--- config.mk ---
export PLATFORM = sky130hd
export DESIGN_NAME = uart_transmitter
export DESIGN_NICKNAME = d
export VERILOG_FILES = /design/src/rtl/uart_pkg.sv /design/src/rtl/uart_baud_counter.sv /design/src/rtl/uart_transmitter.sv
export SDC_FILE = /design/constraint.sdc
export NUM_CORES = 1
export LEC_CHECK = 0
export CORE_MARGIN = 2
export CORE_UTILIZATION = 36
export DETAILED_ROUTE_END_ITERATION = 8
export SLEW_MARGIN = 10
export SYNTH_ARGS = -nofsm -noshare
export SYNTH_HDL_FRONTEND = slang
export SYNTH_SLANG_ARGS = --single-unit
--- constraint.sdc ---
create_clock -name i_clock -period 2.1 [get_ports i_clock]
set_clock_uncertainty 0.05 [all_clocks]
set_input_delay 0.21 -clock i_clock [delete_from_list [all_inputs] [get_ports i_clock]]
set_output_delay 0.21 -clock i_clock [all_outputs]
set_load 0.05 [all_outputs]
--- src/rtl/uart_pkg.sv ---
// Shared UART definitions: line levels and FSM state encodings (also used by the receiver).
// UART_TX_PARITY_EN adds the PARITY_BIT state encoding.
package uart_pkg;

  localparam logic IDLE_LEVEL  = 1'b1;
  localparam logic START_LEVEL = 1'b0;

  typedef enum logic [2:0] {
    IDLE       = 3'd0,
    START_BIT  = 3'd1,
    DATA_BITS  = 3'd2,
`ifdef UART_TX_PARITY_EN
    PARITY_BIT = 3'd3,
`endif
    STOP_BIT   = 3'd4
  } uart_state_t;

endpackage

--- src/rtl/uart_baud_counter.sv ---
// Bit-period counter: counts 0..CLOCKS_PER_BIT-1, flags the last count of each bit.
module uart_baud_counter #(
  parameter int CLOCK_COUNTER_WIDTH = 10,
  parameter int CLOCKS_PER_BIT      = 434
) (
  input  logic i_clock,
  input  logic i_resetL,
  input  logic i_clear,
  output logic o_bit_end
);

  localparam logic [CLOCK_COUNTER_WIDTH-1:0] LAST_COUNT =
    CLOCK_COUNTER_WIDTH'(CLOCKS_PER_BIT - 1);

  logic [CLOCK_COUNTER_WIDTH-1:0] count_reg;

  // Wraps at the end of each bit so consecutive bits of one state need no clear.
  always_ff @(posedge i_clock or negedge i_resetL) begin
    if (!i_resetL) begin
      count_reg <= '0;
    end else if (i_clear || o_bit_end) begin
      count_reg <= '0;
    end else begin
      count_reg <= count_reg + 1'b1;
    end
  end

  assign o_bit_end = (count_reg == LAST_COUNT);

endmodule

--- src/rtl/uart_transmitter.sv ---
// UART transmitter: 8N1-style framing, LSB first, idle-high line driven from a register.
// Define UART_TX_PARITY_EN to insert an even-parity bit between data and stop.
module uart_transmitter
  import uart_pkg::*;
#(
  parameter int CLOCK_COUNTER_WIDTH = 10,
  parameter int BIT_COUNTER_WIDTH   = 3,
  parameter int DATA_WIDTH          = 8,
  parameter int CLOCKS_PER_BIT      = 434
) (
  input  logic                  i_clock,
  input  logic                  i_resetL,
  input  logic                  i_start,
  input  logic [DATA_WIDTH-1:0] i_data,
  output logic                  o_TX,
  output logic                  o_busy,
  output logic                  o_done
);

  localparam logic [BIT_COUNTER_WIDTH-1:0] LAST_BIT = BIT_COUNTER_WIDTH'(DATA_WIDTH - 1);

  uart_state_t                  state_reg, state_next;
  logic [DATA_WIDTH-1:0]        shift_reg, shift_next;
  logic [BIT_COUNTER_WIDTH-1:0] bit_idx_reg, bit_idx_next;
  logic                         tx_reg, tx_next;
  logic                         done_reg, done_next;
  logic                         bit_end;
  logic                         count_clear;
`ifdef UART_TX_PARITY_EN
  logic                         parity_reg, parity_next;
`endif

  assign count_clear = (state_reg == IDLE) || (state_next != state_reg);

  uart_baud_counter #(
    .CLOCK_COUNTER_WIDTH(CLOCK_COUNTER_WIDTH),
    .CLOCKS_PER_BIT     (CLOCKS_PER_BIT)
  ) u_baud_counter (
    .i_clock  (i_clock),
    .i_resetL (i_resetL),
    .i_clear  (count_clear),
    .o_bit_end(bit_end)
  );

  always_ff @(posedge i_clock or negedge i_resetL) begin
    if (!i_resetL) begin
      state_reg   <= IDLE;
      shift_reg   <= '0;
      bit_idx_reg <= '0;
      tx_reg      <= IDLE_LEVEL;
      done_reg    <= 1'b0;
`ifdef UART_TX_PARITY_EN
      parity_reg  <= 1'b0;
`endif
    end else begin
      state_reg   <= state_next;
      shift_reg   <= shift_next;
      bit_idx_reg <= bit_idx_next;
      tx_reg      <= tx_next;
      done_reg    <= done_next;
`ifdef UART_TX_PARITY_EN
      parity_reg  <= parity_next;
`endif
    end
  end

  always_comb begin
    state_next = state_reg;
    case (state_reg)
      IDLE:      if (i_start) state_next = START_BIT;
      START_BIT: if (bit_end) state_next = DATA_BITS;
      DATA_BITS: begin
        if (bit_end && (bit_idx_reg == LAST_BIT)) begin
`ifdef UART_TX_PARITY_EN
          state_next = PARITY_BIT;
`else
          state_next = STOP_BIT;
`endif
        end
      end
`ifdef UART_TX_PARITY_EN
      PARITY_BIT: if (bit_end) state_next = STOP_BIT;
`endif
      STOP_BIT:  if (bit_end) state_next = IDLE;
      default:   state_next = IDLE;
    endcase
  end

  // The line level is computed for the state being entered, so tx_reg changes on the same edge.
  always_comb begin
    shift_next   = shift_reg;
    bit_idx_next = bit_idx_reg;
`ifdef UART_TX_PARITY_EN
    parity_next  = parity_reg;
`endif
    case (state_reg)
      IDLE: begin
        if (i_start) begin
          shift_next = i_data;
`ifdef UART_TX_PARITY_EN
          parity_next = ^i_data;
`endif
        end
      end
      DATA_BITS: begin
        if (bit_end) begin
          shift_next   = shift_reg >> 1;
          bit_idx_next = (bit_idx_reg == LAST_BIT) ? '0 : bit_idx_reg + 1'b1;
        end
      end
      default: ;
    endcase

    done_next = (state_reg == STOP_BIT) && (state_next == IDLE);

    case (state_next)
      START_BIT:  tx_next = START_LEVEL;
      DATA_BITS:  tx_next = shift_next[0];
`ifdef UART_TX_PARITY_EN
      PARITY_BIT: tx_next = parity_next;
`endif
      default:    tx_next = IDLE_LEVEL;
    endcase
  end

  assign o_TX   = tx_reg;
  assign o_busy = (state_reg != IDLE);
  assign o_done = done_reg;

endmodule

# [Yosys cells after proc, flatten, opt, wreduce, memory -nomap -nowiden]
# Cells that the tools add are included.
[word_totals] ff_bits=26 output_inout_bits=3 inputBits=11 word_cells=40
[op_classes] add_sub_neg=2 eq_ne=10 n_reduce_logical=10 n_mux=11
[op_table] cell="$mux W8" n=2
[op_table] cell="$pmux W8 S2" n=1
[op_table] cell="$mux W3" n=5
[op_table] cell="$pmux W3 S4" n=1
[op_table] cell="$add A10 B1 Y10 const B" n=1
[op_table] cell="$eq A10 B9 Y1 const B" n=1
[op_table] cell="$mux W10" n=1
[op_table] cell="$eq A3 B1 Y1 const B" n=2
[op_table] cell="$eq A3 B2 Y1 const B" n=2
[op_table] cell="$eq A3 B3 Y1 const B" n=2
[op_table] cell="$logic_not A3 Y1" n=2
[op_table] cell="$ne A2 B2 Y1 const B" n=2
[op_table] cell="$add A3 B1 Y3 const B" n=1
[op_table] cell="$ne A3 B3 Y1" n=1
[op_table] cell="$reduce_and A3 Y1" n=1
[op_table] cell="$reduce_bool A3 Y1" n=1
[op_table] cell="$logic_and A1 B1 Y1" n=2
[op_table] cell="$logic_or A1 B1 Y1" n=2
[op_table] cell="$pmux W1 S2" n=1
[op_table] cell="$reduce_and A2 Y1" n=1
[op_table] cell="$reduce_bool A2 Y1" n=1

# [Longest topological paths before layout]
# Gate-level depths: netlist of run 1.
[depth] depth_word=8 ltp_mapped=7 depth_no_buf=6

# [Modules after synthesis]
# From an unflattened synthesis of run 1, not the netlist that was laid out.
[unflattened] hier_cells=126 area_unflattened_um2=1367.6
[modules_own_cells] module="uart_transmitter" instances=1 area_each_um2=832.0 cells_each=80 seq_area_each_um2=401.6
[modules_own_cells] module="uart_baud_counter" instances=1 area_each_um2=535.5 cells_each=46 seq_area_each_um2=250.2

# [Worst setup path before layout of run 1]
# Ideal clock, no wire load.
[synth_timing] path_type="flip-flop to flip-flop" start="register u_baud_counter.count_reg[1]" end="register bit_idx_reg[0]" t_arrival_ns=1.688 n_path_buf=1 setup_time_ns=0.125 synth_period_minus_slack_ns=1.863 slack_ns=0.237 path_stages_with_launch=7 required_time_ns=1.925 path_cell_list="dfrtp_1 -> inv_1 -> ha_1 -> or3b_4 -> nor4_4 -> buf_6 -> mux2_2"
[synth_between] elab_chain_len=2
[synth_rtl] element="start: declaration" line="uart_baud_counter.sv:15" text="logic [CLOCK_COUNTER_WIDTH-1:0] count_reg;"
[synth_rtl] element="start signal: assignment" line="uart_baud_counter.sv:24" text="count_reg <= count_reg + 1'b1;"
[synth_rtl] element="$eq A10 B9 Y1" line="uart_baud_counter.sv:28" text="assign o_bit_end = (count_reg == LAST_COUNT);"
[synth_rtl] element="$reduce_and A2 Y1 (no source line)"
[synth_rtl] element="end signal: assignment" line="uart_transmitter.sv:58" text="bit_idx_reg <= bit_idx_next;"
[synth_rtl] element="end: declaration" line="uart_transmitter.sv:24" text="logic [BIT_COUNTER_WIDTH-1:0] bit_idx_reg, bit_idx_next;"
# No other way between the ends.
# A chain may end at the register's enable or synchronous reset.

# [Worst setup path after layout of run 1]
[layout_timing] start="register state_reg[1]" end="register shift_reg[0]"
[layout_between] elab_chain_len=2 word_cells_on_any_way=3 cone_classes="1 x eq/ne; 1 x mux; 1 x reduce/logical"
[layout_rtl] element="start: declaration" line="uart_transmitter.sv:22" text="uart_state_t state_reg, state_next;"
[layout_rtl] element="start signal: assignment" line="uart_transmitter.sv:56" text="state_reg <= state_next;"
[layout_rtl] element="$eq A3 B2 Y1 or $logic_not A3 Y1 (tied branches)" line="uart_transmitter.sv:96" text="case (state_reg)"
[layout_rtl] element="$pmux W8 S2 (*)" line="uart_transmitter.sv:96"
[layout_rtl] element="via shift_next[0]" line="uart_transmitter.sv:23" text="logic [DATA_WIDTH-1:0] shift_reg, shift_next;"
[layout_rtl] element="end signal: assignment" line="uart_transmitter.sv:57" text="shift_reg <= shift_next;"
[layout_rtl] element="end: declaration" line="uart_transmitter.sv:23"
# The timed path passes the listed nets; every way through them passes the cells marked *.

==> metrics.md, run 1 <==
| Metric | Value |
|---|---|
| GP Congestion | `0.860` |
| Switching pwr | `165 uW` |
| Max FFs per register | `10` |
| Crit Path Max Fanout | `10` |
| Worst stage delay on the critical path | `between 0.5 and 0.6 ns` |
| Final Hold Fails | `0` |
| Internal power | `around 640 uW` |
| Synth top area share | `between 40% and 50%` |
| Width of the die | `64.2 microns` |
| Drt total wl | `approximately 2400 microns` |
| Post-Syn Area per Cell | `between 10 and 15 sq um` |
| Detailed-route DRC error count | `0` |
| Leakage | `roughly 0.00069 uW` |
| Via Count | `slightly above 900` |
| Maximum VDD drop | `0.448 mV` |
| Cell with the most instances after synthesis | `dfrtp_1` |
| Multi-input logic area | `609 sq um` |
| Remaining Overflow, GRT | `0` |
| Largest cells by area after synthesis | `dfrtp_1, nor2_1, xnor2_1` |
| Fin nets | `153` |
| Initial antenna violation count | `0` |
| Crit path max-delay family | `simple AND/OR/NAND/NOR gates` |
| Synth Warn # | `0` |
| Core ar. | `3420 sq um` |
| Root buf cell | `clkbuf_4` |
| Slew @ Worst Pin | `0.492 ns` |
| GRT Resource Usage Total | `13.0%` |
| Post-CTS Setup Repair Bufs | `0` |
| Share of cells above drive strength 1 | `15.3%` |
| Power per cell area | `~530 nW/um^2` |
| CP Cell Sequence | `or3b_4 > nor4_4 > nor2_2 > a221o_1` |
| Post-synth top cells | `dfrtp_1, nor2_1, nand2_1, xnor2_1` |
| Reg-to-reg critical path endpoint | `shift_reg[0]$_DFF_PN0_` |
| ANT nets after route | `0` |
| DRT iter0 DRCs | `90` |
| Floorplan row count | `21` |
| Final worst-path cycle share | `between 90 and 100%` |
| DR WL met3 | `109 microns` |
| RSZ-0062 raised after global routing | `false` |
| Max Cap Viol | `0` |
| Max Root-Sink Buffers | `2` |
| Status | `finished, final reports clean` |
| Die area | `~4100 sq um` |
| Largest net degree at the start of global routing | `27` |
| Critical path data arrival time | `between 2 and 2.5 ns` |
| Clk pin slew, worst setup/hold paths | `roughly 0.14 ns` |
| Setup violations, final | `0` |
| Bufs and invs on worst path | `0` |
| Placed wire-length estimate | `between 1500 and 2000 microns` |
| Share of power burned in registers | `64.0%` |
| Initial Util | `38.2%` |
| Critical path required time | `around 2.3 ns` |
| First-pass DRT Iterations | `4` |
| # fillers | `between 300 and 400` |
| Post-synth EDFFs | `0` |
| Routed wire per std cell | `~13 microns` |
| Die Span Y | `~64 microns` |
| Fin Setup TNS | `0 ns` |
| Share of the yosys chip area belonging to registers | `between 50% and 60%` |
| Hold slack | `roughly 0.17 ns` |
| Post-Syn Area | `around 1300 sq um` |
| CP Class | `reg -> reg` |
| Clock latency on the worst-skew pair | `around 0.32 ns` |
| CP Capture Type | `flip-flop` |
| Area grow syn2layout | `16.4%` |
| CTS tree | `built` |
| FFs w/ async S/R, synth | `100%` |
| Fmax | `0.505 GHz` |
| Syn Nets | `~140` |
| First-pass GRT wire length | `roughly 4300 microns` |
| CTS sink cnt | `26` |
| Number of distinct library cells after synthesis | `34` |
| Slew Limit Fails | `0` |
| Sw Ratio | `20.6%` |
| Leading area contributor after synthesis | `dfrtp_1` |
| Deepest level of the CTS H-tree | `1` |
| Vias per cell | `between 5 and 6` |
| Part of the power in combinational logic | `under 10%` |
| IO Count | `14` |
| # hold bufs at CTS | `0` |
| Depth of the worst register-to-register path | `4` |
| Post-synthesis register bit count | `26` |
| Post-Syn Instances | `120` |
| Dominant synthesized flop cell | `dfrtp_1` |
| Num CTS Buffers | `3` |
| Clock group share of total power | `31.3%` |
| Startpoint types | `flip-flop` |
| CP max stage cell | `dfrtp_1` |
| Relative slew margins | `between 60 and 70%` |
| FF-to-FF setup slack | `between 0.1 and 0.15 ns` |
| Top sig layer | `met4` |
| Vias in the first global route | `about 900` |
| Diodes inserted | `0` |
| Post-layout min period | `between 1.5 and 2 ns` |
| Buffers on Ports | `13` |
| DR WL met2 | `about 1100 microns` |
| WL met1 | `1150 microns` |
| R2r startpoint | `state_reg[1]$_DFF_PN0_` |
| Register area | `approximately 650 sq um` |
| Hold Crit Class | `in -> async` |
==> layout by cell type, fill, tap and decap left out, types with 2 or more instances in the layout <==
cell type,synthesis,final
a22o_1,6,6
nand4_1,2,2
or3_1,2,2
o31ai_1,2,2
o21ai_0,4,4
nand2b_1,2,2
ha_1,4,4
xor2_1,2,2
clkdlybuf4s50_1,0,12
clkbuf_4,0,3
mux2_2,3,3
xnor2_1,7,7
buf_4,0,4
nor2_1,18,18
a21o_1,6,6
nand2_1,9,9
nor3_1,2,2
or3b_4,2,2
dfrtp_1,25,25
nand3_1,5,5
==> kinds of logic (layout without fill, tap and decap cells) <==
logic type	count (synthesis)	after routing	synth area share (%)
and+or+nand+nor	51	51	21.4
DFF	26	26	50.0
AOI/OAI and AO/OA	22	22	12.9
xor gates and xnor gates	9	9	6.05
buffers and inverters	5	22	3.26
adders and majority gates	4	4	3.84
muxes	3	3	2.59
==> power by group through the flow <==
stage	clock network (uW)	logic (uW)	registers (uW)
after floorplan	0	7.26	521
after global placement	0	38.5	523
after detailed placement	0	39.4	523
after CTS	267	39.5	514
after global routing	290	43.0	515
final	251	37.9	513
==> per-layer routing <==
metal	up-vias	global-route usage (%)
met1	442	18.7
met2	17	19.1
met3	3	4.23
met4	0	2.66
li1	459	-
met5	-	0
==> metrics by stage <==
stage                     power (uW)  instances  cell area [sq um]  utilization [%]  setup WS [ns]
after detailed placement         562        179               1480             43.4         0.0797
after global placement           562        179               1480             43.4          0.162
after global routing             848        183               1520             44.4         0.0102
final                            802        183               1520             44.4          0.122
after floorplan                  529        120               1300                -          0.237
after CTS                        820        183               1520             44.4         0.0713
==> repair_timing <==
action	in CTS	in global routing
resized for setup	1	0
pin swaps	0	1
setup endpoints to repair	1	1
==> worst reg2reg max path, stage by stage (launching register included) <==
cell,delay (ns)
dfrtp_1,0.52
or3b_4,0.46
nor4_4,0.38
nor2_2,0.15
a221o_1,0.32
==> final cells by class <==
class	instances	area share [%]
sequential	26	43.0
multi-input combinational	89	40.1
timing repair buffer	17	10.5
tap	46	3.79
clock buffer	4	2.39
inverter	1	0.247
==> how the worst max path moves through the flow <==
| stage | start | end | slack [ns] | cells after the start |
|---|---|---|---|---|
| 6_report | state_reg[1]$_DFF_PN0_ | shift_reg[0]$_DFF_PN0_ | 0.12 | 4 |
| 5_1_grt | state_reg[1]$_DFF_PN0_ | shift_reg[0]$_DFF_PN0_ | 0.01 | 4 |
| 4_1_cts | u_baud_counter.count_reg[1]$_DFF_PN0_ | shift_reg[0]$_DFF_PN0_ | 0.07 | 6 |
| 3_5_place_dp | u_baud_counter.count_reg[1]$_DFF_PN0_ | shift_reg[0]$_DFF_PN0_ | 0.08 | 6 |
| 3_3_place_gp | u_baud_counter.count_reg[1]$_DFF_PN0_ | shift_reg[0]$_DFF_PN0_ | 0.16 | 6 |
| 2_1_floorplan | u_baud_counter.count_reg[1]$_DFF_PN0_ | bit_idx_reg[0]$_DFFE_PN0P_ | 0.24 | 6 |
(Power assumes the default switching activity.)
==> run 2, diff against run 1 <==
--- a/config.mk
+++ b/config.mk
@@ -5,9 +5,11 @@
 export SDC_FILE = /design/constraint.sdc
 export NUM_CORES = 1
 export LEC_CHECK = 0
-export CORE_MARGIN = 2
+export CORE_MARGIN = 5
 export CORE_UTILIZATION = 36
 export DETAILED_ROUTE_END_ITERATION = 8
+export SKIP_CTS_REPAIR_TIMING = 1
+export SKIP_LAST_GASP = 1
 export SLEW_MARGIN = 10
 export SYNTH_ARGS = -nofsm -noshare
 export SYNTH_HDL_FRONTEND = slang
==> metrics.md, run 2 (synthesized netlist as in run 1, its figures left out) <==
| Metric | Value |
|---|---|
| Status | `finished, final reports clean` |
| Drt total wl | `2370 microns (+0.13%)` |
| Diodes inserted | `0 (unchanged)` |
| Fmax | `0.503 GHz (-0.39%)` |
| Part of the power in combinational logic | `4.3% (-0.4 points)` |
| Most common cell after layout, fill and taps aside | `dfrtp_1` |
| Post-route setup slack | `0.114 ns (-0.00775 ns)` |
| Die Span Y | `70.2 microns (+9.3%)` |
| Deepest level of the CTS H-tree | `1 (unchanged)` |
| Leakage | `0.000697 uW (+1.3%)` |
| CP max stage cell | `dfrtp_1` |
| Setup violations, final | `0 (unchanged)` |
| Final Hold Fails | `0 (unchanged)` |
| CP Class | `reg -> reg` |
| Critical path required time | `2.28 ns (about the same)` |
| Hold Crit Class | `in -> async` |
| IO Count | `14 (unchanged)` |
| GRT Resource Usage Total | `10.5% (-2.5 points)` |
| First-pass DRT Iterations | `4 (unchanged)` |
| Share of power burned in registers | `57.8% (-6.2 points)` |
| Vias in the first global route | `930 (+3.4%)` |
| Initial Util | `38.2% (unchanged)` |
| Vias per cell | `5.02 (-0.22%)` |
| Root buf cell | `clkbuf_4` |
| Clock group share of total power | `38.0% (+6.7 points)` |
| Fin nets | `153 (unchanged)` |
| Bufs and invs on worst path | `1 (+1)` |
| Slew Limit Fails | `0 (unchanged)` |
| Largest net degree at the start of global routing | `27 (unchanged)` |
| Internal power | `725 uW (+14%)` |
| Placed wire-length estimate | `1800 microns (+2.6%)` |
| Buffers on Ports | `13 (unchanged)` |
| Max Root-Sink Buffers | `2 (unchanged)` |
| CP Capture Type | `flip-flop` |
| Final worst-path cycle share | `94.6% (+0.37 points)` |
| Clock latency on the worst-skew pair | `0.33 ns (about the same)` |
| Max Cap Viol | `0 (unchanged)` |
| Floorplan row count | `21 (unchanged)` |
| Slew @ Worst Pin | `0.502 ns (+0.0106 ns)` |
| Sw Ratio | `18.6% (-2.0 points)` |
| Power per cell area | `579 nW/um^2 (+9.5%)` |
| DRT iter0 DRCs | `67 (-26%)` |
| Via Count | `919 (-0.22%)` |
| Most frequent cells in the layout | `dfrtp_1, nor2_1, clkdlybuf4s50_1` |
| RSZ-0062 raised after global routing | `false` |
| Remaining Overflow, GRT | `0 (unchanged)` |
| Worst stage delay on the critical path | `0.42 ns (-0.10 ns)` |
| CTS tree | `built` |
| Clk pin slew, worst setup/hold paths | `0.15 ns (about the same)` |
| Die area | `4930 sq um (+20%)` |
| Relative slew margins | `66.5% (-0.66 points)` |
| CP Cell Sequence | `inv_1 > ha_1 > or3b_4 > nor4_4 > nor2_2 > a221o_1` |
| Share of cells above drive strength 1 | `15.3% (unchanged)` |
| Crit Path Max Fanout | `7 (-3)` |
| Detailed-route DRC error count | `0 (unchanged)` |
| Initial antenna violation count | `0 (unchanged)` |
| Switching pwr | `165 uW (+0.17%)` |
| Area grow syn2layout | `17.9%` |
| Core ar. | `3420 sq um (unchanged)` |
| Routed wire per std cell | `12.9 microns (+0.13%)` |
| Startpoint types | `flip-flop` |
| GP Congestion | `0.854 (-0.63%)` |
| Setup slack at placement | `0.0925 ns (+0.0128 ns)` |
| Post-layout min period | `1.99 ns (+0.00775 ns)` |
| Critical path data arrival time | `2.17 ns (+0.02 ns)` |
| Fin util | `45.0% (+0.59 points)` |
| Crit path max-delay family | `simple AND/OR/NAND/NOR gates` |
| Maximum VDD drop | `0.414 mV (-7.6%)` |
| Num CTS Buffers | `3 (unchanged)` |
| Max FFs per register | `10 (unchanged)` |
| First-pass GRT wire length | `4230 microns (-1.4%)` |
| ANT nets after route | `0 (unchanged)` |
| CTS sink cnt | `26 (unchanged)` |
| Width of the die | `70.2 microns (+9.3%)` |
## run 2: changes by cell type in the layout (fill, tap and decap cells not counted)
cell	change
dlymetal6s2s_1	+1
bufinv_16	+1
dlygate4sd2_1	-1
clkbuf_8	-1
## run 2: worst paths after layout
| check | startpoint | to | slack, ns | cells after the start |
|---|---|---|---|---|
| max reg2reg | u_baud_counter.count_reg[1]$_DFF_PN0_ | shift_reg[0]$_DFF_PN0_ | 0.11 | 6 |
| min | i_resetL | state_reg[2]$_DFF_PN0_ | 0.17 | 2 |
| max in group asynchronous | i_resetL | o_TX$_DFF_PN1_ | 1.54 | 2 |
| min in group i_clock | i_data[7] | shift_reg[7]$_DFFE_PN0P_ | 0.38 | 3 |
| max | u_baud_counter.count_reg[1]$_DFF_PN0_ | shift_reg[0]$_DFF_PN0_ | 0.11 | 6 |
| min reg2reg | shift_reg[6]$_DFFE_PN0P_ | shift_reg[6]$_DFFE_PN0P_ | 0.46 | 1 |
## run 2: power by group through the flow
| stage | Sequential, uW | Combinational, uW | Clock, uW |
|---|---|---|---|
| after floorplan | 521 | 7.26 | 0 |
| after global placement | 523 | 38.5 | 0 |
| after detailed placement | 523 | 39.1 | 0 |
| after CTS | 514 | 39.4 | 354 |
| after global routing | 515 | 43.0 | 375 |
| final | 514 | 38.2 | 338 |
## run 2: metal layers
| metal | vias up | GRT usage, % | routed length (microns) |
|---|---|---|---|
| met5 | - | 0 | 0 |
| met4 | 0 | 2.55 | 23 |
| met3 | 4 | 4.02 | 141 |
| li1 | 459 | - | - |
| met1 | 436 | 13.2 | 1070 |
| met2 | 20 | 17.0 | 1130 |
## run 2: through the flow
stage,instance area (sq um),setup TNS [ns],power (uW),hold slack [ns],cells
after CTS,1540,-0.0935,908,0.167,183
after floorplan,1300,0,529,-0.136,120
after global placement,1480,0,562,0.417,179
after detailed placement,1480,0,562,0.427,179
after global routing,1540,0,934,0.185,183
final,1540,0,890,0.168,183
## run 2: final cells by class
| cell class | count | area (sq um) |
|---|---|---|
| timing repair buffer | 17 | 163 |
| fill | 323 | 1880 |
| clock inverter | 1 | 30.0 |
| sequential | 26 | 652 |
| tap | 46 | 57.6 |
| inverter | 1 | 3.75 |
| clock buffer | 3 | 22.5 |
| multi-input combinational | 89 | 609 |
==> run 3, diff against run 2 <==
--- a/config.mk
+++ b/config.mk
@@ -6,9 +6,9 @@
 export NUM_CORES = 1
 export LEC_CHECK = 0
 export CORE_MARGIN = 5
-export CORE_UTILIZATION = 36
+export CORE_UTILIZATION = 54
 export DETAILED_ROUTE_END_ITERATION = 8
-export SKIP_CTS_REPAIR_TIMING = 1
+export PLACE_DENSITY = 0.77
 export SKIP_LAST_GASP = 1
 export SLEW_MARGIN = 10
 export SYNTH_ARGS = -nofsm -noshare
==> constraint.sdc (replaced) <==
create_clock -name i_clock -period 2.1 [get_ports i_clock]
set_clock_uncertainty 0.05 [all_clocks]
set_input_delay 0.21 -clock i_clock [delete_from_list [all_inputs] [get_ports i_clock]]
set_output_delay 0.21 -clock i_clock [all_outputs]
set_load 0.01 [all_outputs]
==> metrics.md, run 3 (synthesized netlist as in run 1, its figures left out) <==
| Metric | Value |
|---|---|
| Share of cells above drive strength 1 | `16.5% (+1.2 points)` |
| Die area | `3500 sq um (-29%)` |
| Routed wire per std cell | `14.0 microns (+8.3%)` |
| Fmax | `0.509 GHz (+1.1%)` |
| Final worst-path cycle share | `93.6% (-0.99 points)` |
| Startpoint types | `flip-flop` |
| Largest net degree at the start of global routing | `17 (-37%)` |
| ANT nets after route | `0 (unchanged)` |
| First-pass GRT wire length | `4150 microns (-2.0%)` |
| Internal power | `637 uW (-12%)` |
| Detailed-route DRC error count | `0 (unchanged)` |
| Area grow syn2layout | `15.9%` |
| Deepest level of the CTS H-tree | `1 (unchanged)` |
| Maximum VDD drop | `0.415 mV (+0.30%)` |
| Floorplan row count | `17 (-19%)` |
| Buffers on Ports | `13 (unchanged)` |
| Area of placed instances | `1480 sq um (-0.51%)` |
| Max Cap Viol | `0 (unchanged)` |
| CTS tree | `built` |
| Fin Setup TNS | `0 ns (unchanged)` |
| Fin util | `67.0% (+22 points)` |
| Initial antenna violation count | `0 (unchanged)` |
| Root buf cell | `clkbuf_4` |
| CTS sink cnt | `26 (unchanged)` |
| RSZ-0062 raised after global routing | `false` |
| Crit Path Max Fanout | `9 (+2)` |
| Final Hold Fails | `0 (unchanged)` |
| Most common cell after layout, fill and taps aside | `dfrtp_1` |
| IO Count | `14 (unchanged)` |
| Critical path data arrival time | `1.71 ns (-0.46 ns)` |
| Slew @ Worst Pin | `0.525 ns (+0.0223 ns)` |
| Switching pwr | `159 uW (-3.7%)` |
| Final total power | `797 uW (-10%)` |
| GRT Resource Usage Total | `15.6% (+5.1 points)` |
| DRT iter0 DRCs | `19 (-72%)` |
| CP Capture Type | `output port` |
| # fillers | `194 (-40%)` |
| Leakage | `0.000701 uW (+0.64%)` |
| Depth of the worst register-to-register path | `6 (unchanged)` |
| Share of power burned in registers | `64.5% (+6.7 points)` |
| Sw Ratio | `20.0% (+1.4 points)` |
| Max Root-Sink Buffers | `2 (unchanged)` |
| Reg-to-reg critical path endpoint | `shift_reg[0]$_DFF_PN0_` |
| Core ar. | `2250 sq um (-34%)` |
| Num CTS Buffers | `3 (unchanged)` |
| Power per cell area | `527 nW/um^2 (-8.9%)` |
| Vias in the first global route | `925 (-0.54%)` |
| First-pass DRT Iterations | `4 (unchanged)` |
| Remaining Overflow, GRT | `0 (unchanged)` |
| Fin nets | `155 (+1.3%)` |
| Placed wire-length estimate | `1810 microns (+0.67%)` |
| Width of the die | `59.1 microns (-16%)` |
| Post-layout min period | `1.97 ns (-0.0208 ns)` |
| FF-to-FF setup slack | `0.16 ns (+0.05 ns)` |
| Setup violations, final | `0 (unchanged)` |
| GP Congestion | `0.786 (-8.0%)` |
| Die Span Y | `59.1 microns (-16%)` |
| Via Count | `914 (-0.54%)` |
| Critical path required time | `1.84 ns (-0.44 ns)` |
| CP Class | `reg -> out` |
| Clock latency on the worst-skew pair | `0.31 ns (-0.02 ns)` |
| Status | `finished, final reports clean` |
| Slew Limit Fails | `0 (unchanged)` |
| CP startpoint | `state_reg[1]$_DFF_PN0_` |
| Part of the power in combinational logic | `4.8% (+0.5 points)` |
| R2r startpoint | `u_baud_counter.count_reg[1]$_DFF_PN0_` |
| Post-cts gate resize count | `0` |
| Max FFs per register | `10 (unchanged)` |
| Most frequent cells in the layout | `dfrtp_1, nor2_1, clkdlybuf4s50_1` |
| Initial Util | `57.8% (+20 points)` |
| Drt total wl | `2340 microns (-1.2%)` |
| Diodes inserted | `0 (unchanged)` |
| Hold Crit Class | `in -> async` |
| Clock group share of total power | `30.8% (-7.2 points)` |
| Clk pin slew, worst setup/hold paths | `0.13 ns (-0.02 ns)` |
| Relative slew margins | `64.9% (-1.5 points)` |
| Final non-filler cell area | `1510 sq um (-1.7%)` |
| Vias per cell | `5.47 (+9.0%)` |
[run 3: cell types whose count changed in the layout (fill, tap and decap cells not counted), sizes merged]
cell	previous run	this run
clkbuf	3	4
clkdlybuf4s50	12	13
bufinv	1	0
buf	4	6
dlymetal6s2s	1	0
[run 3: metal layers]
layer | track usage, % | vias up | part of all wire [%]
li1 | - | 464 | -
met1 | 19.8 | 434 | 46
met2 | 25.7 | 12 | 49
met3 | 2.40 | 4 | 3.3
met4 | 7.77 | 0 | 2.1
met5 | 0 | - | 0
[run 3: critical path, cell delays in order (launching register included)]
cell and delay [ns]:
dfrtp_1 0.40, buf_4 0.16, or3_1 0.36, clkdlybuf4s50_1 0.48
[run 3: worst max path at each step]
| stage | to | cells past startpoint | slack [ns] |
|---|---|---|---|
| after detailed placement | shift_reg[0]$_DFF_PN0_ | 6 | 0.09 |
| final | o_busy | 3 | 0.13 |
| after global placement | shift_reg[0]$_DFF_PN0_ | 6 | 0.17 |
| after CTS | shift_reg[0]$_DFF_PN0_ | 6 | 0.06 |
| after floorplan | bit_idx_reg[0]$_DFFE_PN0P_ | 6 | 0.24 |
| after global routing | shift_reg[0]$_DFF_PN0_ | 6 | 0.01 |
[run 3: area by class of cell]
class                           instances  area [sq um]  share of cell area (%)
Multi-Input combinational cell         89           609                    40.3
Tap cell                               28          35.0                    2.32
Clock buffer                            4          36.3                    2.40
Sequential cell                        26           652                    43.1
Timing Repair Buffer                   19           175                    11.6
Inverter                                1          3.75                   0.248
[run 3: stage by stage]
step | worst slack [ns] | std cells | hold WS, ns
floorplan | 0.237 | 120 | -0.136
global placement | 0.168 | 163 | 0.413
detailed placement | 0.0861 | 163 | 0.418
CTS | 0.0597 | 167 | 0.190
global route | 0.0109 | 167 | 0.206
finish | 0.135 | 167 | 0.174
[run 3: power groups by stage]
stage	Combinational, uW	Sequential, uW	Clock, uW
final	37.9	513	245
after global placement	38.6	523	0
after floorplan	7.26	521	0
after global routing	42.6	514	288
after CTS	39.3	513	256
after detailed placement	39.0	523	0
[run 3: repair_timing]
action / in CTS / in global routing
setup endpoints to repair: 0 / 2
hold buffers: 0 / 0
setup buffers: 0 / 0
